<file path="src/rtl/bmp_pkg.sv">
// Shared types and constants for the BMP pixel reader.
// The RGB565 word layout and the filter modes are used by both the top and the filter.
package bmp_pkg;

    typedef enum logic [1:0] {
        PASS   = 2'b00,
        GRAY   = 2'b01,
        INVERT = 2'b10,
        RSVD   = 2'b11
    } filter_mode_t;

    typedef struct packed {
        logic [4:0] r;
        logic [5:0] g;
        logic [4:0] b;
    } rgb565_t;

    localparam int LAT           = 3;
    localparam int IMG_W_DEFAULT = 320;
    localparam int IMG_H_DEFAULT = 240;

endpackage

</file>
<file path="src/rtl/bmp_pixel_reader_filter.sv">
// Combinational colour filter: RGB565 word plus mode to 12-bit VGA colour.
// Anything outside the active image (blanking or border) is forced to black.
module pixel_filter
    import bmp_pkg::*;
(
    input  logic [15:0] pixel,
    input  logic [1:0]  mode,
    input  logic        de,
    input  logic        in_win,
    output logic [11:0] rgb
);

    rgb565_t    px;
    logic [7:0] r8;
    logic [7:0] g8;
    logic [7:0] b8;
    logic [9:0] luma;
    logic [3:0] gray;
    logic [3:0] pr;
    logic [3:0] pg;
    logic [3:0] pb;

    assign px = rgb565_t'(pixel);

    always_comb begin
        // Replicate the high bits into the low bits so full scale maps to 8'hFF.
        r8   = {px.r, px.r[4:2]};
        g8   = {px.g, px.g[5:4]};
        b8   = {px.b, px.b[4:2]};
        luma = {2'b00, r8} + {1'b0, g8, 1'b0} + {2'b00, b8};
        gray = 4'(luma >> 6);
        pr   = px.r[4:1];
        pg   = px.g[5:2];
        pb   = px.b[4:1];
        rgb  = '0;
        if (de && in_win) begin
            case (filter_mode_t'(mode))
                GRAY:    rgb = {gray, gray, gray};
                INVERT:  rgb = ~{pr, pg, pb};
                default: rgb = {pr, pg, pb};
            endcase
        end
    end

endmodule

</file>
<file path="src/rtl/bmp_pixel_reader.sv">
// Reads a 2x upscaled RGB565 image from an external synchronous ROM in step with
// the VGA sync stream and outputs filtered 4-bit colour with syncs delayed to match.
module bmp_pixel_reader
    import bmp_pkg::*;
#(
    parameter int IMG_W  = IMG_W_DEFAULT,
    parameter int IMG_H  = IMG_H_DEFAULT,
    parameter int ADDR_W = 17
) (
    input  logic              clk,
    input  logic              reset,
    input  logic              h_sync_in,
    input  logic              v_sync_in,
    input  logic              de_in,
    input  logic [9:0]        pixel_x,
    input  logic [9:0]        pixel_y,
    input  logic [1:0]        mode_sel,
    output logic [ADDR_W-1:0] rom_addr,
    input  logic [15:0]       rom_data,
    output logic              h_sync,
    output logic              v_sync,
    output logic              DE,
    output logic [3:0]        red,
    output logic [3:0]        green,
    output logic [3:0]        blue,
    output logic              frame_start
);

    localparam logic [10:0] X_LIM  = 11'(2 * IMG_W);
    localparam logic [10:0] Y_LIM  = 11'(2 * IMG_H);
    localparam int          W_BITS = $clog2(IMG_W + 1);

    logic [8:0]        sx;
    logic [8:0]        sy;
    logic [ADDR_W-1:0] addr_next;
    logic [ADDR_W-1:0] rom_addr_reg;
    logic              in_win_next;
    logic              in_win1_reg;
    logic              in_win2_reg;
    logic [LAT-1:0]    hs_tap_reg;
    logic [LAT-1:0]    vs_tap_reg;
    logic [LAT-1:0]    de_tap_reg;
    logic [11:0]       rgb_next;
    logic [11:0]       rgb_reg;
    logic              vs_prev_reg;
    logic              vs_fall;
    logic              frame_start_reg;
    filter_mode_t      active_mode_reg;

    assign sx          = pixel_x[9:1];
    assign sy          = pixel_y[9:1];
    assign in_win_next = de_in && ({1'b0, pixel_x} < X_LIM) && ({1'b0, pixel_y} < Y_LIM);

    // Constant multiply by IMG_W as a sum of shifted copies of sy.
    always_comb begin
        addr_next = ADDR_W'(sx);
        for (int i = 0; i < W_BITS; i++) begin
            if (IMG_W[i]) begin
                addr_next = addr_next + (ADDR_W'(sy) << i);
            end
        end
    end

    // S1 address, S2 slot while the ROM reads, S3 output register.
    always_ff @(posedge clk) begin
        if (reset) begin
            rom_addr_reg <= '0;
            in_win1_reg  <= 1'b0;
            in_win2_reg  <= 1'b0;
            hs_tap_reg   <= '1;
            vs_tap_reg   <= '1;
            de_tap_reg   <= '0;
            rgb_reg      <= '0;
        end else begin
            if (in_win_next) begin
                rom_addr_reg <= addr_next;
            end
            in_win1_reg <= in_win_next;
            in_win2_reg <= in_win1_reg;
            hs_tap_reg  <= {hs_tap_reg[LAT-2:0], h_sync_in};
            vs_tap_reg  <= {vs_tap_reg[LAT-2:0], v_sync_in};
            de_tap_reg  <= {de_tap_reg[LAT-2:0], de_in};
            rgb_reg     <= rgb_next;
        end
    end

    // The filter mode only changes at a frame boundary (v_sync_in falling edge).
    assign vs_fall = vs_prev_reg && !v_sync_in;

    always_ff @(posedge clk) begin
        if (reset) begin
            vs_prev_reg     <= 1'b1;
            active_mode_reg <= PASS;
            frame_start_reg <= 1'b0;
        end else begin
            vs_prev_reg     <= v_sync_in;
            frame_start_reg <= vs_fall;
            if (vs_fall) begin
                active_mode_reg <= filter_mode_t'(mode_sel);
            end
        end
    end

    pixel_filter u_filter (
        .pixel  (rom_data),
        .mode   (active_mode_reg),
        .de     (de_tap_reg[LAT-2]),
        .in_win (in_win2_reg),
        .rgb    (rgb_next)
    );

    assign rom_addr    = rom_addr_reg;
    assign h_sync      = hs_tap_reg[LAT-1];
    assign v_sync      = vs_tap_reg[LAT-1];
    assign DE          = de_tap_reg[LAT-1];
    assign red         = rgb_reg[11:8];
    assign green       = rgb_reg[7:4];
    assign blue        = rgb_reg[3:0];
    assign frame_start = frame_start_reg;

endmodule

</file>
<file path="config.mk">
export PLATFORM = sky130hd
export DESIGN_NAME = bmp_pixel_reader
export DESIGN_NICKNAME = d
export VERILOG_FILES = /design/src/rtl/bmp_pkg.sv /design/src/rtl/bmp_pixel_reader_filter.sv /design/src/rtl/bmp_pixel_reader.sv
export SDC_FILE = /design/constraint.sdc
export NUM_CORES = 1
export LEC_CHECK = 0
export BUFFER_PORTS_ARGS = -buffer_cell sky130_fd_sc_hd__buf_2
export CAP_MARGIN = 0
export CORE_ASPECT_RATIO = 0.75
export CORE_MARGIN = 2
export CORE_UTILIZATION = 40
export DETAILED_ROUTE_END_ITERATION = 12
export HOLD_SLACK_MARGIN = 0.05
export PLACE_DENSITY_LB_ADDON = 0.3
export SYNTH_ARGS = -nofsm -noshare
export SYNTH_HDL_FRONTEND = slang
export SYNTH_SLANG_ARGS = --single-unit
</file>
<file path="constraint.sdc">
create_clock -name clk -period 2.1 [get_ports clk]
set_clock_uncertainty 0.15 [all_clocks]
set_input_delay 0.105 -clock clk [delete_from_list [all_inputs] [get_ports clk]]
set_output_delay 0.105 -clock clk [all_outputs]
set_load 0.05 [all_outputs]
</file>
# Yosys cells after proc, flatten, opt, wreduce, memory -nomap -nowiden
# Cells that the tools add are included.
# totals
register_bits,44
latch_bits,0
ram_bits,0
romBits,0
input_bits,43
output_inout_bits,33
memories,0
# classes
addsub,4
mul,0
n_div,0
n_lt_le_gt_ge,2
n_eq_ne,2
shift,0
n_mux,1
bitwise_logic,2
n_reduce_logical,6
# op_table
op,count
12-bit one-hot mux with 2 select lines,1
16-bit by 17-bit adder with 17-bit output,1
9-bit by 15-bit adder with 16-bit output,1
12-bit NOT,1
10-bit by 8-bit adder with 10-bit output,1
8-bit by 9-bit adder with 10-bit output,1
10-bit < comparator (second input constant),1
10-bit by 9-bit < comparator with 1-bit output (second input constant),1
1-bit logical AND,4
2-bit by 1-bit equality test with 1-bit output (second input constant),1
2-bit equality test (second input constant),1
2-bit OR reduction,1
1-bit logical NOT,1
1-bit NOT,1

# Longest topological paths before layout
# Gate-level depths: netlist (run 1).
# logic_depth
ltp_word,3
ltp_mapped,9
depth_no_buf,9

# By module
# From an unflattened synthesis (run 1), not the netlist that was laid out.
# hier_totals
cells_unflattened,284
area_unflattened_um2,2504.9
# modules_own_cells
mod,n_inst,cells_each,area_each_um2,seq_area_each_um2
bmp_pixel_reader,1,195,1820.5,860.8
pixel_filter,1,89,684.4,0.0

# Worst setup path after synthesis (run 1)
# OpenSTA, ideal clock, no wires.
# synth_path
path_type,input-to-reg
startpoint,input pixel_x[9]
endpoint,register rom_addr_reg[15] (netlist: rom_addr[15])
setup_ns,0.063
arrival_time_ns,2.076
required_ns,1.887
setup_slack_ns,-0.189
cell_stages,9
path_buffers,0
cell_sequence,inv_1 fa_1 inv_1 fa_1 a21o_1 nand4_1 a21oi_1 or4_1 nand3_1
# synth_between
elab_chain_cells,3
elab_cells_between_ends,5
classes_between,add/sub (2); order compare (1); reduce/logical (2)
# synth_lines
item,line,rtl
from (decl),bmp_pixel_reader.sv:15,"input logic [9:0] pixel_x,"
branches (longest 3 deep; another with 16-bit by 17-bit adder with 17-bit output),-,
to (signal assigned),bmp_pixel_reader.sv:76,rom_addr_reg <= addr_next;
to (decl),bmp_pixel_reader.sv:36,logic [ADDR_W-1:0] rom_addr_reg;
# Several ways; the timed one is not identified.
# A chain may end at the register's enable or synchronous reset.

# Worst setup path in the final report (run 1)
# layout_path
startpoint,input rom_data[2]
endpoint,register rgb_reg[7]
# layout_between
elab_chain_cells,2
# layout_lines
item,line,rtl
from (decl),bmp_pixel_reader.sv:19,"input logic [15:0] rom_data,"
10-bit by 8-bit adder with 10-bit output,bmp_pixel_reader_filter.sv:30,"luma = {2'b00, r8} + {1'b0, g8, 1'b0} + {2'b00, b8};"
12-bit one-hot mux with 2 select lines,bmp_pixel_reader_filter.sv:37,case (filter_mode_t'(mode))
to (signal assigned),bmp_pixel_reader.sv:83,rgb_reg <= rgb_next;
to (decl),bmp_pixel_reader.sv:44,logic [11:0] rgb_reg;
# No other way between the ends.

==> results of run 1 <==
==> final cells by class <==
type	instances	share of cell area [%]
multi-input cells	202	44.1
flip-flops and latches	43	25.1
repair buffers	119	22.4
well taps	78	2.84
inverters	21	2.29
clock buffers	5	2.00
clock inverters	3	1.27
==> per-stage QoR <==
| stage | setup slack [ns] | utilization, % | std cells | setup TNS, ns | hold WS (ns) |
|---|---|---|---|---|---|
| 3_3_place_gp | -0.199 | 52.5 | 442 | -2.55 | 0.152 |
| 4_1_cts | 0.0421 | 58.0 | 471 | 0 | 0.0702 |
| 5_1_grt | 0.00413 | 58.4 | 471 | 0 | 0.0924 |
| 6_report | 0.0546 | 58.4 | 471 | 0 | 0.0719 |
| 2_1_floorplan | -0.0407 | - | 275 | -0.123 | 0.0588 |
| 3_5_place_dp | -0.277 | 52.5 | 442 | -3.34 | 0.142 |
==> cells by family after synthesis <==
logic type,count (synthesis),share of synthesized area [%]
compound gates,64,18.2
flops,43,35.0
xor+xnor,2,0.713
buf+inv,30,4.74
mux,4,1.68
fa+ha+maj,35,20.6
simple gates,97,19.1
==> final timing paths <==
path                 startpoint       endpoint  slack, ns  depth (start not counted)
max                 rom_data[2]     rgb_reg[7]       0.05                          8
min                 rom_data[2]     rgb_reg[1]       0.07                          5
min reg2reg       vs_tap_reg[1]  vs_tap_reg[2]       0.26                          1
max reg2reg  active_mode_reg[1]     rgb_reg[9]       0.31                          5
==> report_power, final <==
part	internal [mW]	switching [mW]	leakage (nW)	total (mW)
Sequential	0.844	0.0132	0.350	0.858
Clock	0.354	0.288	0.0581	0.642
Combinational	0.295	0.362	1.27	0.656
==> cell usage after synthesis, types with 2 or more instances <==
master	n
sky130_fd_sc_hd__a211oi_2	2
sky130_fd_sc_hd__a21o_1	7
sky130_fd_sc_hd__a21oi_1	22
sky130_fd_sc_hd__a221oi_1	6
sky130_fd_sc_hd__a311o_1	2
sky130_fd_sc_hd__a31oi_1	2
sky130_fd_sc_hd__and3_1	2
sky130_fd_sc_hd__and3b_1	2
sky130_fd_sc_hd__and4_1	3
sky130_fd_sc_hd__buf_2	3
sky130_fd_sc_hd__clkbuf_1	5
sky130_fd_sc_hd__dfxtp_1	43
sky130_fd_sc_hd__fa_1	9
sky130_fd_sc_hd__ha_1	26
sky130_fd_sc_hd__inv_1	21
sky130_fd_sc_hd__mux2i_1	3
sky130_fd_sc_hd__nand2_1	38
sky130_fd_sc_hd__nand3_1	4
sky130_fd_sc_hd__nand4_1	2
sky130_fd_sc_hd__nor2_1	23
sky130_fd_sc_hd__nor2b_1	7
sky130_fd_sc_hd__nor3_1	3
sky130_fd_sc_hd__nor4_1	2
sky130_fd_sc_hd__o211ai_1	2
sky130_fd_sc_hd__o21ai_0	5
sky130_fd_sc_hd__o21ai_1	5
sky130_fd_sc_hd__or2_2	5
sky130_fd_sc_hd__xnor2_1	2
==> metal layers <==
metal / track usage, % / part of all wire [%]
met5: 0 / 0
met4: 3.86 / 0.62
met3: 4.10 / 4.6
met2: 29.8 / 44
met1: 26.4 / 51
==> what timing repair did <==
item                                    in CTS  in global routing
hold buffers                                21                  0
endpoints found under the hold margin       19                  0
resized for setup                            0                  5
endpoints found under the setup margin       0                  5
==> worst max-delay path, stage by stage <==
cell                        delay [ns]
sky130_fd_sc_hd__buf_6            0.10
sky130_fd_sc_hd__fa_1             0.58
sky130_fd_sc_hd__ha_4             0.21
sky130_fd_sc_hd__a21o_1           0.17
sky130_fd_sc_hd__or3_4            0.34
sky130_fd_sc_hd__o221a_1          0.24
sky130_fd_sc_hd__o2111ai_2        0.20
sky130_fd_sc_hd__o21ai_1          0.11
==> impl_metrics.yaml, run 1 <==
power:
  fin_total_pwr_mw: 2.16
  vdd_ir_drop_max_v: 0.000303
  total_leakage_power_nw: 1.68
  cellPowerDensity_nw_per_um2: 627
yosys:
  yosys-top-cells-area: "sky130_fd_sc_hd__dfxtp_1 (35%), sky130_fd_sc_hd__ha_1 (13%), sky130_fd_sc_hd__fa_1 (7.3%)"
  synth_top_area_share_pct: 35.0
  synth-edff-count: 0
  synth_warnings: 0
  syn-instance-count: 275
  synth_area_leader_cell: "sky130_fd_sc_hd__dfxtp_1"
  synth-main-ff-cell: "sky130_fd_sc_hd__dfxtp_1"
  mapped_nets: 353
  postSynthRegisterBits: 43
  synth.cell_area_um2: 2460
  sequential_area_share_after_synthesis_pct: 35.0
  postSynthAreaPerCell_um2: 8.93
  async_set_reset_flop_share_out_of_synthesis_pct: 0
  yosys.cell_types.count: 47
global_routing:
  global_route.usage.total_pct: 18.7
  grt_overflow: 0
  number_of_antenna_violations_at_the_first_check_in_global_routing: 0
  global_route_wire_length_before_repair_um: 10200
  via_count_of_the_first_global_routing_pass: 2208
  largest_net_degree_at_the_start_of_global_routing: 19
floorplan:
  number_of_standard_cell_rows_in_the_floorplan: 24
  floorplan.die.height_um: 71.9
  die_span_x_um: 94.5
  pin_count: 76
  floorplan.die_area_um2: 6790
  floorplan.initialDensity_pct: 41.7
  core_region_area_um2: 5890
cts:
  post-cts-setup-buffers: 0
  cts_inserted_buffers: 5
  clock-sinks: 43
  clk_latency_ns: 0.29
  clock_path_buffers: 2
  cts.root.buffer_cell: "sky130_fd_sc_hd__clkbuf_8"
  cts_tree: "built"
  clk_transition_reported_paths_ns: 0.08
  h-tree-depth: 2
timing:
  slew_headroom_pct: 72.2
  worst_pin_slew_ns: 0.416
  setup_violations: 0
  layout_worst_path_cycle_share_pct: 97.4
  fmaxAchievable_mhz: 489
  final_period_minus_worst_setup_slack_ns: 2.05
  finalHoldViolations: 0
  grt_setup_unrepaired: "false"
  maxSlewViolCount: 0
final_layout:
  nNetsFinal: 470
  sequential_cell_area_um2: 861
  most_common_library_cell_in_the_layout_ignoring_fill_and_taps: "sky130_fd_sc_hd__buf_2"
  fillerInstances: 561
  area.growth.synth_to_final_pct: 39.9
  post_route_cells_drive_above_1_share_pct: 32.3
  diodes: 0
  largest_reg_flops: 17
  final_cell_mix: "sky130_fd_sc_hd__buf_2 (72), sky130_fd_sc_hd__dfxtp_1 (43), sky130_fd_sc_hd__nand2_1 (38), sky130_fd_sc_hd__buf_4 (25), sky130_fd_sc_hd__ha_1 (24)"
  final_design_area_no_fill_um2: 3440
  combined_area_of_the_multi_input_logic_cells_um2: 1520
worst_setup_path:
  timing.critical_path.to_type: "flip-flop"
  cp_data_required_time_ns: 2.12
  crit_path_max_fanout: 3
  critical_path.startpoint_type: "input pin"
  crit_type: "input pin to flip-flop"
  critPathArrivalTime_ns: 2.07
route:
  route.detailed.drc: 0
  detail_route.wirelength_um: 6090
  drt_pre_antenna_iters: 5
  number_of_nets_with_antenna_violations_after_detailed_routing: 0
  via_count: 2322
  routedWlPerCell_um: 12.9
  drt_first_iter_violations: 73
  viasPerCell: 4.93
placed_design:
  port_buffer_count: 73
  placedInstanceArea_um2: 3090
  globalplace.congestion: 0.899
  hpwl_um: 4820
flow_run:
  max-cap-violations: 0
run_status:
  run_status: "finished clean"
min_path:
  worst_hold_path_type: "input pin to flip-flop"
Note: power is estimated with default switching activity, not from simulation.
==> run 2, diff against run 1 <==
- PLACE_DENSITY: unset -> 0.67
- PLACE_DENSITY_LB_ADDON: 0.3 -> unset
==> run 2 against run 1 <==
- largest power group unchanged
- clock-buffer cell count did not move
- hold slack improved by 0.0017 ns
- fmax is 0.48% higher
- critical path depth unchanged
- combinational power shrank 3.4%
- highest routed layer unchanged
- flip-flop and latch count stayed put
- sequential share of layout area rose by 0.64 points
==> impl_metrics.yaml, run 2 (synthesis gave the netlist of run 1 again) <==
final_layout:
  sequential_cell_area_um2: 861
  combined_area_of_the_multi_input_logic_cells_um2: 1500
  largest_reg_flops: 17
  post_route_cells_drive_above_1_share_pct: 32.1
  final_cell_mix: "sky130_fd_sc_hd__buf_2 (72), sky130_fd_sc_hd__dfxtp_1 (43), sky130_fd_sc_hd__nand2_1 (38), sky130_fd_sc_hd__ha_1 (25), sky130_fd_sc_hd__buf_4 (24)"
  most_common_library_cell_in_the_layout_ignoring_fill_and_taps: "sky130_fd_sc_hd__buf_2"
  area.growth.synth_to_final_pct: 36.4
  nNetsFinal: 463
  fillerInstances: 540
  fin_util_pct: 56.9
  diodes: 0
placed_design:
  globalplace.congestion: 0.873
  port_buffer_count: 73
  hpwl_um: 4710
power:
  seq_power_share_pct: 40.2
  pwr-share-clk_pct: 30.1
  comb_power_share_pct: 29.7
  cellPowerDensity_nw_per_um2: 637
  p_int_mw: 1.48
  power_switching_share_pct: 30.8
  p_sw_uw: 657
  total_leakage_power_nw: 1.63
  vdd_ir_drop_max_v: 0.000485
route:
  dr.max_layer_used: "met4"
  drt_pre_antenna_iters: 4
  viasPerCell: 4.88
  number_of_nets_with_antenna_violations_after_detailed_routing: 0
  met1Wirelength_um: 3130
  met3RoutedLength_um: 260
  drt_first_iter_violations: 78
  via_count: 2264
  detail_route.wirelength_um: 5940
  route.detailed.drc: 0
  routed-wl-met2_um: 2530
  routedWlPerCell_um: 12.8
worst_setup_path:
  cp_cell_sequence: "buf_6 -> fa_1 -> ha_1 -> a21o_1 -> or3_4 -> o221a_1 -> o2111ai_2 -> o21ai_1"
  crit_type: "input pin to flip-flop"
  cp_slowest_stage_delay_ns: 0.47
  crit_slowest_cell: "sky130_fd_sc_hd__fa_1"
  crit_path_max_fanout: 3
  critPathArrivalTime_ns: 2.05
  critical_path.startpoint_type: "input pin"
  cp_data_required_time_ns: 2.12
  timing.critical_path.to_type: "flip-flop"
cts:
  clk_latency_ns: 0.29
  cts_inserted_buffers: 5
  clk_transition_reported_paths_ns: 0.08
  clock-sinks: 43
  cts_tree: "built"
  clock_path_buffers: 2
  post-cts-setup-buffers: 0
  cts.root.buffer_cell: "sky130_fd_sc_hd__clkbuf_8"
  h-tree-depth: 2
timing:
  finalHoldViolations: 0
  slew_headroom_pct: 72.4
  grt_setup_unrepaired: "false"
  timing.setup.tns_ns: 0
  final_period_minus_worst_setup_slack_ns: 2.04
  fmaxAchievable_mhz: 491
  layout_worst_path_cycle_share_pct: 96.9
  worst_pin_slew_ns: 0.413
  setup_violations: 0
  maxSlewViolCount: 0
  final.hold.worst_slack_ns: 0.0736
flow_run:
  max-cap-violations: 0
floorplan:
  number_of_standard_cell_rows_in_the_floorplan: 24
  floorplan.die_area_um2: 6790
  die_span_x_um: 94.5
  floorplan.initialDensity_pct: 41.7
  core_region_area_um2: 5890
  pin_count: 76
  floorplan.die.height_um: 71.9
global_routing:
  via_count_of_the_first_global_routing_pass: 2128
  global_route_wire_length_before_repair_um: 9800
  global_route.usage.total_pct: 18.2
  grt_overflow: 0
  largest_net_degree_at_the_start_of_global_routing: 28
  number_of_antenna_violations_at_the_first_check_in_global_routing: 0
run_status:
  run_status: "finished clean"
min_path:
  worst_hold_path_type: "input pin to flip-flop"
==> run 2: cell count changes in the layout (fill, tap and decap cells not counted), sizes merged <==
cell	delta
dlygate4sd3	-6
buf	-1
==> run 2: power by group through the flow <==
| stage | Clock (mW) | Combinational, mW | Sequential (mW) |
|---|---|---|---|
| after floorplan | 0 | 0.328 | 0.948 |
| after global placement | 0 | 0.592 | 0.876 |
| after detailed placement | 0 | 0.605 | 0.876 |
| after CTS | 0.661 | 0.631 | 0.857 |
| after global routing | 0.697 | 0.700 | 0.861 |
| final | 0.642 | 0.634 | 0.857 |
==> run 2: layout make-up <==
cell class	instances	share of cell area, %
clock buffer	5	2.05
sequential	43	25.7
inverter	21	2.35
timing repair buffer	112	20.9
clock inverter	3	1.31
tap	78	2.91
multi-input combinational	202	44.7
==> run 2: worst paths after layout <==
kind	cells after the start	slack, ns	start	end
max reg2reg	7	0.37	active_mode_reg[0]	rgb_reg[2]
max	8	0.06	rom_data[2]	rgb_reg[7]
min	5	0.07	rom_data[2]	rgb_reg[1]
min reg2reg	1	0.26	hs_tap_reg[1]	hs_tap_reg[2]
==> run 2: repair_timing <==
item,CTS,global route
hold buffers,15,0
endpoints found under the setup margin,0,4
hold endpoints to repair,17,0
resized for setup,0,3
==> run 2: metrics by stage <==
step	area, µm²	setup slack [ns]	total power, mW	cells
2_1_floorplan	2470	-0.0407	1.28	275
3_3_place_gp	3080	-0.192	1.47	441
3_5_place_dp	3080	-0.253	1.48	441
4_1_cts	3340	0.0579	2.15	464
5_1_grt	3350	0.00566	2.26	464
6_report	3350	0.0643	2.13	464
==> run 2: metal layers <==
metal	global-route usage, %	vias to the layer above
li1	-	1188
met1	26.9	1021
met2	28.1	51
met3	4.00	4
met4	2.90	0
met5	0	-
==> run 2: worst max-delay path, delay by kind of cell <==
family	cells	cell delay [ns]
AO/OA/AOI/OAI	4	0.73
adder cells (fa/ha/maj)	2	0.77
buffers and inverters	1	0.10
AND/OR/NAND/NOR	1	0.34
